## src/rtl/arm_ctrl_pkg.sv

```systemverilog
// Shared encodings for the ARM-subset control path: opcode classes, DP commands,
// ALU operations, condition codes, extend/register-select modes and stage bundles.
package arm_ctrl_pkg;

    typedef enum logic [1:0] {
        OP_DP  = 2'b00,
        OP_MEM = 2'b01,
        OP_BR  = 2'b10,
        OP_RSV = 2'b11
    } op_e;

    localparam logic [3:0] CMD_AND = 4'b0000;
    localparam logic [3:0] CMD_SUB = 4'b0010;
    localparam logic [3:0] CMD_ADD = 4'b0100;
    localparam logic [3:0] CMD_CMP = 4'b1010;
    localparam logic [3:0] CMD_ORR = 4'b1100;

    localparam logic [2:0] ALU_ADD = 3'b000;
    localparam logic [2:0] ALU_SUB = 3'b001;
    localparam logic [2:0] ALU_AND = 3'b010;
    localparam logic [2:0] ALU_ORR = 3'b011;

    typedef enum logic [3:0] {
        COND_EQ = 4'h0, COND_NE = 4'h1, COND_CS = 4'h2, COND_CC = 4'h3,
        COND_MI = 4'h4, COND_PL = 4'h5, COND_VS = 4'h6, COND_VC = 4'h7,
        COND_HI = 4'h8, COND_LS = 4'h9, COND_GE = 4'ha, COND_LT = 4'hb,
        COND_GT = 4'hc, COND_LE = 4'hd, COND_AL = 4'he, COND_NV = 4'hf
    } cond_e;

    localparam logic [1:0] IMM_DP  = 2'b00;
    localparam logic [1:0] IMM_MEM = 2'b01;
    localparam logic [1:0] IMM_BR  = 2'b10;

    localparam logic [1:0] REGSRC_DP  = 2'b00;
    localparam logic [1:0] REGSRC_BR  = 2'b01;
    localparam logic [1:0] REGSRC_STR = 2'b10;

    typedef struct packed {
        logic       reg_w;
        logic       mem_w;
        logic       mem_to_reg;
        logic       branch;
        logic       pcs;
        logic       alu_src;
        logic [2:0] alu_ctl;
        logic [1:0] flag_w;
        logic [3:0] cond;
    } de_ctrl_t;

    typedef struct packed {
        logic reg_w;
        logic mem_w;
        logic pc_src;
        logic mem_to_reg;
    } em_ctrl_t;

    typedef struct packed {
        logic reg_w;
        logic pc_src;
        logic mem_to_reg;
    } mw_ctrl_t;

endpackage

```

## src/rtl/cond_unit.sv

```systemverilog
// Execute-stage condition check against the NZCV flags register, plus the
// per-half write enables that let a passing flag-setting instruction update it.
module cond_unit
    import arm_ctrl_pkg::*;
(
    input  logic       clk,
    input  logic       reset,
    input  logic [3:0] cond,
    input  logic [1:0] flag_w,
    input  logic [3:0] alu_flags,
    output logic       cond_ex
);

    logic [3:0] flags;
    logic       n, z, c, v;
    logic [1:0] flag_we;

    assign {n, z, c, v} = flags;

    always_comb begin
        cond_ex = 1'b0;
        case (cond_e'(cond))
            COND_EQ: cond_ex = z;
            COND_NE: cond_ex = ~z;
            COND_CS: cond_ex = c;
            COND_CC: cond_ex = ~c;
            COND_MI: cond_ex = n;
            COND_PL: cond_ex = ~n;
            COND_VS: cond_ex = v;
            COND_VC: cond_ex = ~v;
            COND_HI: cond_ex = c & ~z;
            COND_LS: cond_ex = ~c | z;
            COND_GE: cond_ex = (n == v);
            COND_LT: cond_ex = (n != v);
            COND_GT: cond_ex = ~z & (n == v);
            COND_LE: cond_ex = z | (n != v);
            COND_AL: cond_ex = 1'b1;
            COND_NV: cond_ex = 1'b0;
        endcase
    end

    // A failed condition must not leak flag updates from the squashed instruction.
    assign flag_we = flag_w & {2{cond_ex}};

    always_ff @(posedge clk) begin
        if (reset) begin
            flags <= 4'h0;
        end else begin
            if (flag_we[1]) flags[3:2] <= alu_flags[3:2];
            if (flag_we[0]) flags[1:0] <= alu_flags[1:0];
        end
    end

endmodule

```

## src/rtl/pipe_controller.sv

```systemverilog
// Control unit for the 5-stage ARM-subset pipeline: Decode-stage decoder and the
// D/E, E/M, M/W control registers, with condition gating applied in Execute.
module pipe_controller
    import arm_ctrl_pkg::*;
(
    input  logic        clk,
    input  logic        reset,
    input  logic [19:0] InstrD,
    input  logic [3:0]  ALUFlags,
    input  logic        FlushE,
    output logic [1:0]  RegSrcD,
    output logic [1:0]  ImmSrcD,
    output logic        ALUSrcE,
    output logic [2:0]  ALUControlE,
    output logic        MemWriteM,
    output logic        MemtoRegW,
    output logic        RegWriteW,
    output logic        PCSrcW,
    output logic        PCWrPendingF
);

    logic [3:0] cond_d;
    logic [1:0] op_d;
    logic [5:0] funct_d;
    logic [3:0] rd_d;
    logic       unused_rn;
    logic       dp_ok;
    logic       cond_ex;

    de_ctrl_t de_next, de_q;
    em_ctrl_t em_next, em_q;
    mw_ctrl_t mw_q;

    assign cond_d    = InstrD[19:16];
    assign op_d      = InstrD[15:14];
    assign funct_d   = InstrD[13:8];
    assign rd_d      = InstrD[3:0];
    assign unused_rn = ^InstrD[7:4];

    always_comb begin
        de_next      = '0;
        dp_ok        = 1'b0;
        RegSrcD      = REGSRC_DP;
        ImmSrcD      = IMM_DP;
        de_next.cond = cond_d;
        case (op_e'(op_d))
            OP_DP: begin
                dp_ok = 1'b1;
                case (funct_d[4:1])
                    CMD_ADD: begin
                        de_next.reg_w   = 1'b1;
                        de_next.alu_ctl = ALU_ADD;
                        de_next.flag_w  = {2{funct_d[0]}};
                    end
                    CMD_SUB: begin
                        de_next.reg_w   = 1'b1;
                        de_next.alu_ctl = ALU_SUB;
                        de_next.flag_w  = {2{funct_d[0]}};
                    end
                    CMD_AND: begin
                        de_next.reg_w   = 1'b1;
                        de_next.alu_ctl = ALU_AND;
                        de_next.flag_w  = {funct_d[0], 1'b0};
                    end
                    CMD_ORR: begin
                        de_next.reg_w   = 1'b1;
                        de_next.alu_ctl = ALU_ORR;
                        de_next.flag_w  = {funct_d[0], 1'b0};
                    end
                    // CMP is a SUB whose only effect is the flags, whatever S says.
                    CMD_CMP: begin
                        de_next.alu_ctl = ALU_SUB;
                        de_next.flag_w  = 2'b11;
                    end
                    default: dp_ok = 1'b0;
                endcase
                de_next.alu_src = funct_d[5] & dp_ok;
            end
            OP_MEM: begin
                ImmSrcD         = IMM_MEM;
                de_next.alu_src = 1'b1;
                de_next.alu_ctl = ALU_ADD;
                if (funct_d[0]) begin
                    de_next.reg_w      = 1'b1;
                    de_next.mem_to_reg = 1'b1;
                end else begin
                    RegSrcD       = REGSRC_STR;
                    de_next.mem_w = 1'b1;
                end
            end
            OP_BR: begin
                ImmSrcD         = IMM_BR;
                RegSrcD         = REGSRC_BR;
                de_next.alu_src = 1'b1;
                de_next.alu_ctl = ALU_ADD;
                de_next.branch  = 1'b1;
            end
            default: ;
        endcase
        de_next.pcs = ((rd_d == 4'hF) & de_next.reg_w) | de_next.branch;
    end

    cond_unit u_cond (
        .clk       (clk),
        .reset     (reset),
        .cond      (de_q.cond),
        .flag_w    (de_q.flag_w),
        .alu_flags (ALUFlags),
        .cond_ex   (cond_ex)
    );

    always_comb begin
        em_next            = '0;
        em_next.reg_w      = de_q.reg_w & cond_ex;
        em_next.mem_w      = de_q.mem_w & cond_ex;
        em_next.pc_src     = (de_q.pcs | de_q.branch) & cond_ex;
        em_next.mem_to_reg = de_q.mem_to_reg;
    end

    // FlushE only bubbles D/E; later stages keep draining.
    always_ff @(posedge clk) begin
        if (reset) begin
            de_q <= '0;
            em_q <= '0;
            mw_q <= '0;
        end else begin
            de_q            <= FlushE ? '0 : de_next;
            em_q            <= em_next;
            mw_q.reg_w      <= em_q.reg_w;
            mw_q.pc_src     <= em_q.pc_src;
            mw_q.mem_to_reg <= em_q.mem_to_reg;
        end
    end

    assign ALUSrcE      = de_q.alu_src;
    assign ALUControlE  = de_q.alu_ctl;
    assign MemWriteM    = em_q.mem_w;
    assign MemtoRegW    = mw_q.mem_to_reg;
    assign RegWriteW    = mw_q.reg_w;
    assign PCSrcW       = mw_q.pc_src;
    assign PCWrPendingF = de_next.pcs | em_next.pc_src | em_q.pc_src;

endmodule

```

## config.mk

```make
export PLATFORM = sky130hd
export DESIGN_NAME = pipe_controller
export DESIGN_NICKNAME = d
export VERILOG_FILES = /design/src/rtl/arm_ctrl_pkg.sv /design/src/rtl/cond_unit.sv /design/src/rtl/pipe_controller.sv
export SDC_FILE = /design/constraint.sdc
export NUM_CORES = 1
export LEC_CHECK = 0
export CAP_MARGIN = 20
export CELL_PAD_IN_SITES_DETAIL_PLACEMENT = 0
export CELL_PAD_IN_SITES_GLOBAL_PLACEMENT = 1
export CORE_MARGIN = 8
export CORE_UTILIZATION = 34
export CTS_CLUSTER_DIAMETER = 120
export DETAILED_ROUTE_END_ITERATION = 8
export HOLD_SLACK_MARGIN = 0.15
export PLACE_DENSITY = 0.77
export SLEW_MARGIN = 20
export SYNTH_ARGS = -nofsm -noshare
export SYNTH_HDL_FRONTEND = slang
export SYNTH_HIERARCHICAL = 1
export SYNTH_SLANG_ARGS = --single-unit
```

## constraint.sdc

```tcl
create_clock -name clk -period 2.3 [get_ports clk]
set_clock_uncertainty 0.1 [all_clocks]
set_input_delay 0.23 -clock clk [delete_from_list [all_inputs] [get_ports clk]]
set_output_delay 0.23 -clock clk [all_outputs]
set_load 0.02 [all_outputs]
```

### After elaboration in Yosys (flattened, before gate mapping)

Cells that the tools add are included.

| storage, ports and cells | value |
|---|---|
| bits of input ports | 27 |
| flip-flop bits (word level) | 26 |
| word-level logic and storage cells | 84 |
| output and inout port bits | 13 |

| cells by class | value |
|---|---|
| bitwise operators | 20 |
| reduce and logical (&&, ||, !) cells | 9 |
| eq/ne operators | 24 |
| muxes and demuxes | 13 |

Operator list:

| cell | number |
|---|---|
| $eq A4 B4 Y1 const B | 11 |
| $eq A4 B3 Y1 const B | 5 |
| $pmux W4 S5 | 1 |
| $pmux W1 S16 | 1 |
| $eq A4 B2 Y1 const B | 3 |
| $logic_not A4 Y1 | 2 |
| $pmux W2 S2 | 2 |
| $pmux W4 S2 | 1 |
| $and A1 B1 Y1 | 7 |
| $mux W1 | 6 |
| $not A1 Y1 | 6 |
| $or A1 B1 Y1 | 6 |
| $reduce_or A3 Y1 | 2 |
| $reduce_or A5 Y1 | 1 |
| $eq A4 B1 Y1 const B | 1 |
| $reduce_or A2 Y1 | 2 |
| $reduce_or A4 Y1 | 1 |
| $and A2 B2 Y2 | 1 |
| $eq A2 B1 Y1 const B | 1 |
| $eq A2 B2 Y1 const B | 1 |
| $logic_not A2 Y1 | 1 |
| $mux W2 | 1 |
| $pmux W1 S2 | 1 |
| $eq A1 B1 Y1 | 1 |
| $ne A1 B1 Y1 | 1 |

### Longest topological paths before layout

Gate-level depths: netlist (run 1).

| depth | value |
|---|---|
| depth after elaboration | 8 |
| gate-level depth with buffers | 8 |
| gate-level depth less buffers | 8 |

### Cells and area by module

Netlist (run 1), hierarchy kept.

Modules (own cells, without submodules):

| module | instances | area an instance (um^2) | cells each | sequential area each (um^2) |
|---|---|---|---|---|
| pipe_controller | 1 | 873.3 | 83 | 420.4 |
| cond_unit | 1 | 352.8 | 39 | 80.1 |

### Worst setup path before layout (run 1)

Ideal clock, no wire load.

| timing | value |
|---|---|
| path type | flip-flop to output port |
| start | reg de_q[0] (netlist name) |
| end | out PCWrPendingF |
| arrival | 1701 ps |
| path slack | 269 ps |
| cell stages (with the launch flop) | 9 |
| required time | 1970 ps |
| path buffers | 1 |
| cells stage by stage | dfxtp_1 -> buf_6 -> or4b_1 -> a31oi_1 -> nor4_1 -> nor2_1 -> o21a_1 -> nor3_1 -> o21ai_0 |

| on the way | value |
|---|---|
| cells in the longest elaborated chain, start to end | 5 |
| elaborated cells between the ends (all ways) | 20 |
| classes of those cells | eq/ne: 15; mux: 1; bitwise: 3; reduce/logical: 1 |

RTL lines:

| what | RTL line | RTL |
|---|---|---|
| start: declaration | pipe_controller.sv:30 | `de_ctrl_t de_next, de_q;` |
| start signal: assignment | pipe_controller.sv:127 | `de_q <= FlushE ? '0 : de_next;` |
| $eq A4 B4 Y1, or another cell as far along | cond_unit.sv:22 | `case (cond_e'(cond))` |
| $pmux W1 S16 (*) | cond_unit.sv:22 |  |
| named net cond_ex | pipe_controller.sv:28 | `logic cond_ex;` |
| $and A1 B1 Y1 (*) | pipe_controller.sv:116 | `em_next.pc_src = (de_q.pcs \| de_q.branch) & cond_ex;` |
| $or A1 B1 Y1 (*) (2 in a row) | pipe_controller.sv:141 | `assign PCWrPendingF = de_next.pcs \| em_next.pc_src \| em_q.pc_src;` |
| end: declaration | pipe_controller.sv:19 | `output logic PCWrPendingF` |

The timed path passes the listed nets; every way through them passes the cells marked *.

### Worst setup path in the final report (run 1)

| timing | value |
|---|---|
| start | reg u_cond.flags[0] |
| end | out PCWrPendingF |

| on the way | value |
|---|---|
| cells in the longest elaborated chain, start to end | 6 |
| elaborated cells between the ends (all ways) | 9 |
| classes of those cells | eq/ne: 2; mux: 1; bitwise: 6 |

RTL lines:

| what | RTL line | RTL |
|---|---|---|
| start: declaration | cond_unit.sv:14 | `logic [3:0] flags;` |
| start signal: assignment | cond_unit.sv:50 | `if (flag_we[0]) flags[1:0] <= alu_flags[1:0];` |
| $ne A1 B1 Y1 or $eq A1 B1 Y1 (tied branches) | n/a |  |
| $or A1 B1 Y1 or $and A1 B1 Y1 (tied branches) | cond_unit.sv:36, cond_unit.sv:35 |  |
| $pmux W1 S16 (*) | cond_unit.sv:22 |  |
| named net cond_ex | pipe_controller.sv:28 |  |
| $and A1 B1 Y1 (*) | pipe_controller.sv:116 |  |
| $or A1 B1 Y1 (*) (2 in a row) | pipe_controller.sv:141 |  |

Marks and branches as above.

==> results.md, run 1 <==
| Metric | Reported | Unit |
|---|---|---|
| Status | finished with violations | - |
| Failing checks | setup timing | - |
| Worst flop-to-flop path startpoint | u_cond/flags[2]$_SDFFE_PP0P_ | - |
| Synthesized area divided by synthesized cell count | 10.05 | sq um |
| Final hold vios | 0 | - |
| Routed vias | 993 | - |
| Number of global-route vias before repair | 1113 | - |
| Startpoint of the worst hold path | em_q[0]$_SDFF_PP0_ | - |
| Antenna-violating nets left | 0 | - |
| Most common flop cell mapped by yosys | sky130_fd_sc_hd__dfxtp_1 | - |
| Worst-path clk slew | 0.14 | ns |
| DRT Wirelength | 2.821 | mm |
| Number of standard-cell rows in the floorplan | 22 | - |
| Critical Path AT | 2.05 | ns |
| Number of endpoints failing setup at the final stage | 1 | - |
| Crit Path Max Fanout | 4 | - |
| Share of the synthesized netlist area taken by xor and xnor gates | 3.571 | % |
| List of most frequent post-synthesis cells | 25 x sky130_fd_sc_hd__dfxtp_1, 6 x sky130_fd_sc_hd__inv_1, 6 x sky130_fd_sc_hd__mux2i_1, 6 x sky130_fd_sc_hd__nand2b_1, 6 x sky130_fd_sc_hd__nor2b_1 | - |
| Number of flops mapped to enable cells by yosys | 0 | - |
| Startpoint type of the worst setup path | flip-flop | - |
| Root buffer cell | sky130_fd_sc_hd__clkbuf_4 | - |
| Total track usage | 9.570 | % |
| Number of antenna violations at the first check in global routing | 0 | - |
| Most used standard cell by instance count after synthesis | sky130_fd_sc_hd__dfxtp_1 | - |
| Number of stages on the worst hold path | 1 | - |
| Average wire per cell in the routed design | 12.88 | um |
| Layout net count | 204 | - |
| Fraction of registers with async set/reset | 0 | % |
| Number of warnings issued by yosys | 6 | - |
| Number of max-slew violations in the final report | 0 | - |
| Core Util, Final | 51.13 | % |
| Maximum vdd drop | 0.2035 | mV |
| Final GP Congestion | 0.7594 | - |
| Total negative slack for setup checks | -0.08357 | ns |
| Maximum clock frequency | 0.4195 | GHz |
| Setup CP Type | flip-flop to primary output | - |
| Area overhead of the layout relative to synthesis | 48.06 | % |
| Sequential share of the synthesized area | 40.82 | % |
| Crit. End Element | primary output | - |
| Endpoint of the worst hold path | MemtoRegW$_SDFF_PP0_ | - |
| Adder-cell area share of the yosys netlist | 5.102 | % |
| Number of H-tree levels | 1 | - |
| Layout cell share with drive strength beyond 1 | 27.49 | % |
| Wire length of the first global-routing pass | 4.823 | mm |
| Net count after synthesis | 154 | - |
| Number of max-capacitance violations reported | 0 | - |
| CTS sink cnt | 25 | - |
| Iteration count of the initial detailed-routing pass | 4 | - |
| Final worst-path cycle share | 103.6 | % |
| Required arrival time at the worst endpoint | 1.97 | ns |
| Count of input and output buffers | 34 | - |
| Area of the mapped netlist | 1226 | sq um |
| Final worst path period need | 2.384 | ns |
| Total chip power | 795.2 | uW |
| Clock buffer depth | 2 | - |
| Synth Register Bits | 25 | - |
| Number of inserted diodes | 0 | - |
| FF/Latch Area | 508.0 | sq um |
| Unrepaired setup endpoints after global routing | true | - |
| Count of different cell masters after synthesis | 43 | - |
| Worst reg-to-reg path cell count | 5 | - |
| Post-route DRC violation count | 0 | - |
| Number of post-CTS setup repair buffers | 0 | - |
| Simple-gate portion of the synthesized area | 27.76 | % |
| Remaining global-route overflow | 0 | - |
| Fill cell instance count of the final layout | 343 | - |
| Total half-perimeter wirelength after legalization and detailed placement | 2.241 | mm |
| Number of top-level pins | 40 | - |
| Die Wd | 76.06 | um |
| Register-to-Register Setup Slack | 0.47 | ns |
| Effective utilization at floorplan | 34.53 | % |
| Mux cell area share after synthesis | 4.898 | % |
| Area taken by multi-input logic gates | 711.9 | sq um |
| Number of DRC markers in iteration 0 | 47 | - |
| Power density over the cells | 438.0 | nW/um^2 |
| Cell accounting for the most synthesized area | sky130_fd_sc_hd__dfxtp_1 | - |
| Area share of the largest cell type after synthesis | 40.82 | % |
| Leakage component of the power | 0.7316 | nW |
| Cells taking the most area after synthesis | sky130_fd_sc_hd__dfxtp_1 41%, sky130_fd_sc_hd__ha_1 5.1%, sky130_fd_sc_hd__mux2i_1 4.9% | - |
| Core footprint | 3551 | sq um |
| Via-per-instance ratio | 4.534 | - |
| Compound-Gate Fraction of Synth Area | 10.51 | % |
| Vertical die dimension | 76.06 | um |
| Pin count of the biggest net entering global routing | 21 | - |
| Largest family of logic cells by synthesized area | simple AND/OR/NAND/NOR gates | - |
| Final setup slack of the worst path | -0.08357 | ns |
| Total Die Area | 5784 | sq um |
| TritonCTS clock tree | done | - |
| Source-to-sink clock delay at the later pin of the worst-skew pair | 0.31 | ns |
| Worst min-delay path category | flip-flop to flip-flop | - |
| Critical R2R Capture | u_cond/flags[3]$_SDFFE_PP0P_ | - |
| TritonCTS Buffers | 3 | - |
| Number of instances in the synthesized netlist | 122 | - |
how the worst max path moves through the flow:
| stage | depth (start not counted) | to | start | slack [ns] |
|---|---|---|---|---|
| 2_1_floorplan | 8 | PCWrPendingF | de_q[0]$_SDFF_PP0_ | 0.27 |
| 5_1_grt | 10 | PCWrPendingF | u_cond/flags[0]$_SDFFE_PP0P_ | -0.19 |
| 3_3_place_gp | 8 | PCWrPendingF | u_cond/flags[2]$_SDFFE_PP0P_ | -0.22 |
| 6_report | 10 | PCWrPendingF | u_cond/flags[0]$_SDFFE_PP0P_ | -0.08 |
| 3_5_place_dp | 8 | PCWrPendingF | u_cond/flags[1]$_SDFFE_PP0P_ | -0.25 |
| 4_1_cts | 10 | PCWrPendingF | u_cond/flags[0]$_SDFFE_PP0P_ | -0.07 |
cell type report:
type / count / area share [%]
clock inverter: 1 / 0.4135
sequential: 25 / 27.98
timing repair buffer: 53 / 26.60
tap: 48 / 3.308
inverter: 6 / 1.241
multi-input combinational: 83 / 39.21
clock buffer: 3 / 1.241
report_power, final:
part / internal, mW / switching [mW]
clock network: 0.0662 / 0.128
logic: 0.0904 / 0.0667
registers: 0.439 / 0.00501
flip-flops by register name, indices dropped and copies added, names as in the netlist:
register and cells:
ALUSrcE 1, MemtoRegW 1, ALUControlE 2, MemWriteM 1, em_q 3, de_q 11, u_cond/flags 4, RegWriteW 1
PCSrcW 1
critical path, stage by stage, from the launching register on:
cell	delay, ns
sky130_fd_sc_hd__dfxtp_2	0.36
sky130_fd_sc_hd__buf_4	0.13
sky130_fd_sc_hd__mux2i_2	0.16
sky130_fd_sc_hd__xnor2_1	0.10
sky130_fd_sc_hd__or3_4	0.40
sky130_fd_sc_hd__nand2_2	0.07
sky130_fd_sc_hd__nor2_2	0.05
sky130_fd_sc_hd__o21a_1	0.12
sky130_fd_sc_hd__nor3_2	0.10
sky130_fd_sc_hd__o21ai_1	0.08
sky130_fd_sc_hd__buf_4	0.16
cell usage in the layout, fill, tap and decap left out, types with 2 or more instances in the layout:
cell	n
sky130_fd_sc_hd__nand2_1	3
sky130_fd_sc_hd__nor2_1	3
sky130_fd_sc_hd__ha_1	5
sky130_fd_sc_hd__a2111oi_2	2
sky130_fd_sc_hd__and3b_1	2
sky130_fd_sc_hd__inv_1	6
sky130_fd_sc_hd__a211oi_1	2
sky130_fd_sc_hd__nor2b_1	6
sky130_fd_sc_hd__dfxtp_2	3
sky130_fd_sc_hd__dfxtp_1	21
sky130_fd_sc_hd__xnor2_1	2
sky130_fd_sc_hd__clkbuf_4	3
sky130_fd_sc_hd__buf_4	20
sky130_fd_sc_hd__and4b_2	2
sky130_fd_sc_hd__or2b_1	4
sky130_fd_sc_hd__and2_1	4
sky130_fd_sc_hd__mux2i_1	5
sky130_fd_sc_hd__nand2b_1	6
sky130_fd_sc_hd__clkdlybuf4s50_1	32
sky130_fd_sc_hd__nor3_1	2
sky130_fd_sc_hd__nor3b_1	2
sky130_fd_sc_hd__xor2_1	2
per-stage QoR:
step / setup slack [ns] / area [sq um] / cells / hold slack (ns)
3_3_place_gp: -0.2184 / 1705 / 215 / 0.3205
4_1_cts: -0.06533 / 1778 / 219 / 0.3546
6_report: -0.08357 / 1815 / 219 / 0.3576
5_1_grt: -0.1920 / 1815 / 219 / 0.3396
2_1_floorplan: 0.2688 / 1226 / 122 / 0.1989
3_5_place_dp: -0.2526 / 1705 / 215 / 0.3305
per-layer routing:
layer  track usage [%]  up-vias  wire, um
met5                 0        -         0
met4             3.846        0        27
met2             17.57       23      1485
met1             10.20      452      1173
li1                  -      516         -
met3             2.241        2       135
what timing repair did:
action / 4_1_cts / 5_1_grt
gates resized for setup: 17 / 9
endpoints found under the hold margin: 0 / 0
setup endpoints to repair: 1 / 2
pin swaps: 3 / 2
hold buffers: 0 / 0
cell families (layout without fill, tap and decap cells):
group | count (synthesis) | after routing
AND/OR/NAND/NOR | 51 | 51
flip-flops | 25 | 25
AO/OA/AOI/OAI | 15 | 15
buffers and inverters | 14 | 63
multiplexers | 6 | 6
adder cells (fa/ha/maj) | 5 | 5
XOR/XNOR | 5 | 5
other | 1 | 1
Note: power is estimated with default switching activity, not from simulation.
==> run 2, diff against run 1 <==
Settings changed: CTS_CLUSTER_SIZE set to 8.
==> results of run 2 <==
The final DEF is identical to that of run 1; final timing and power are the same.
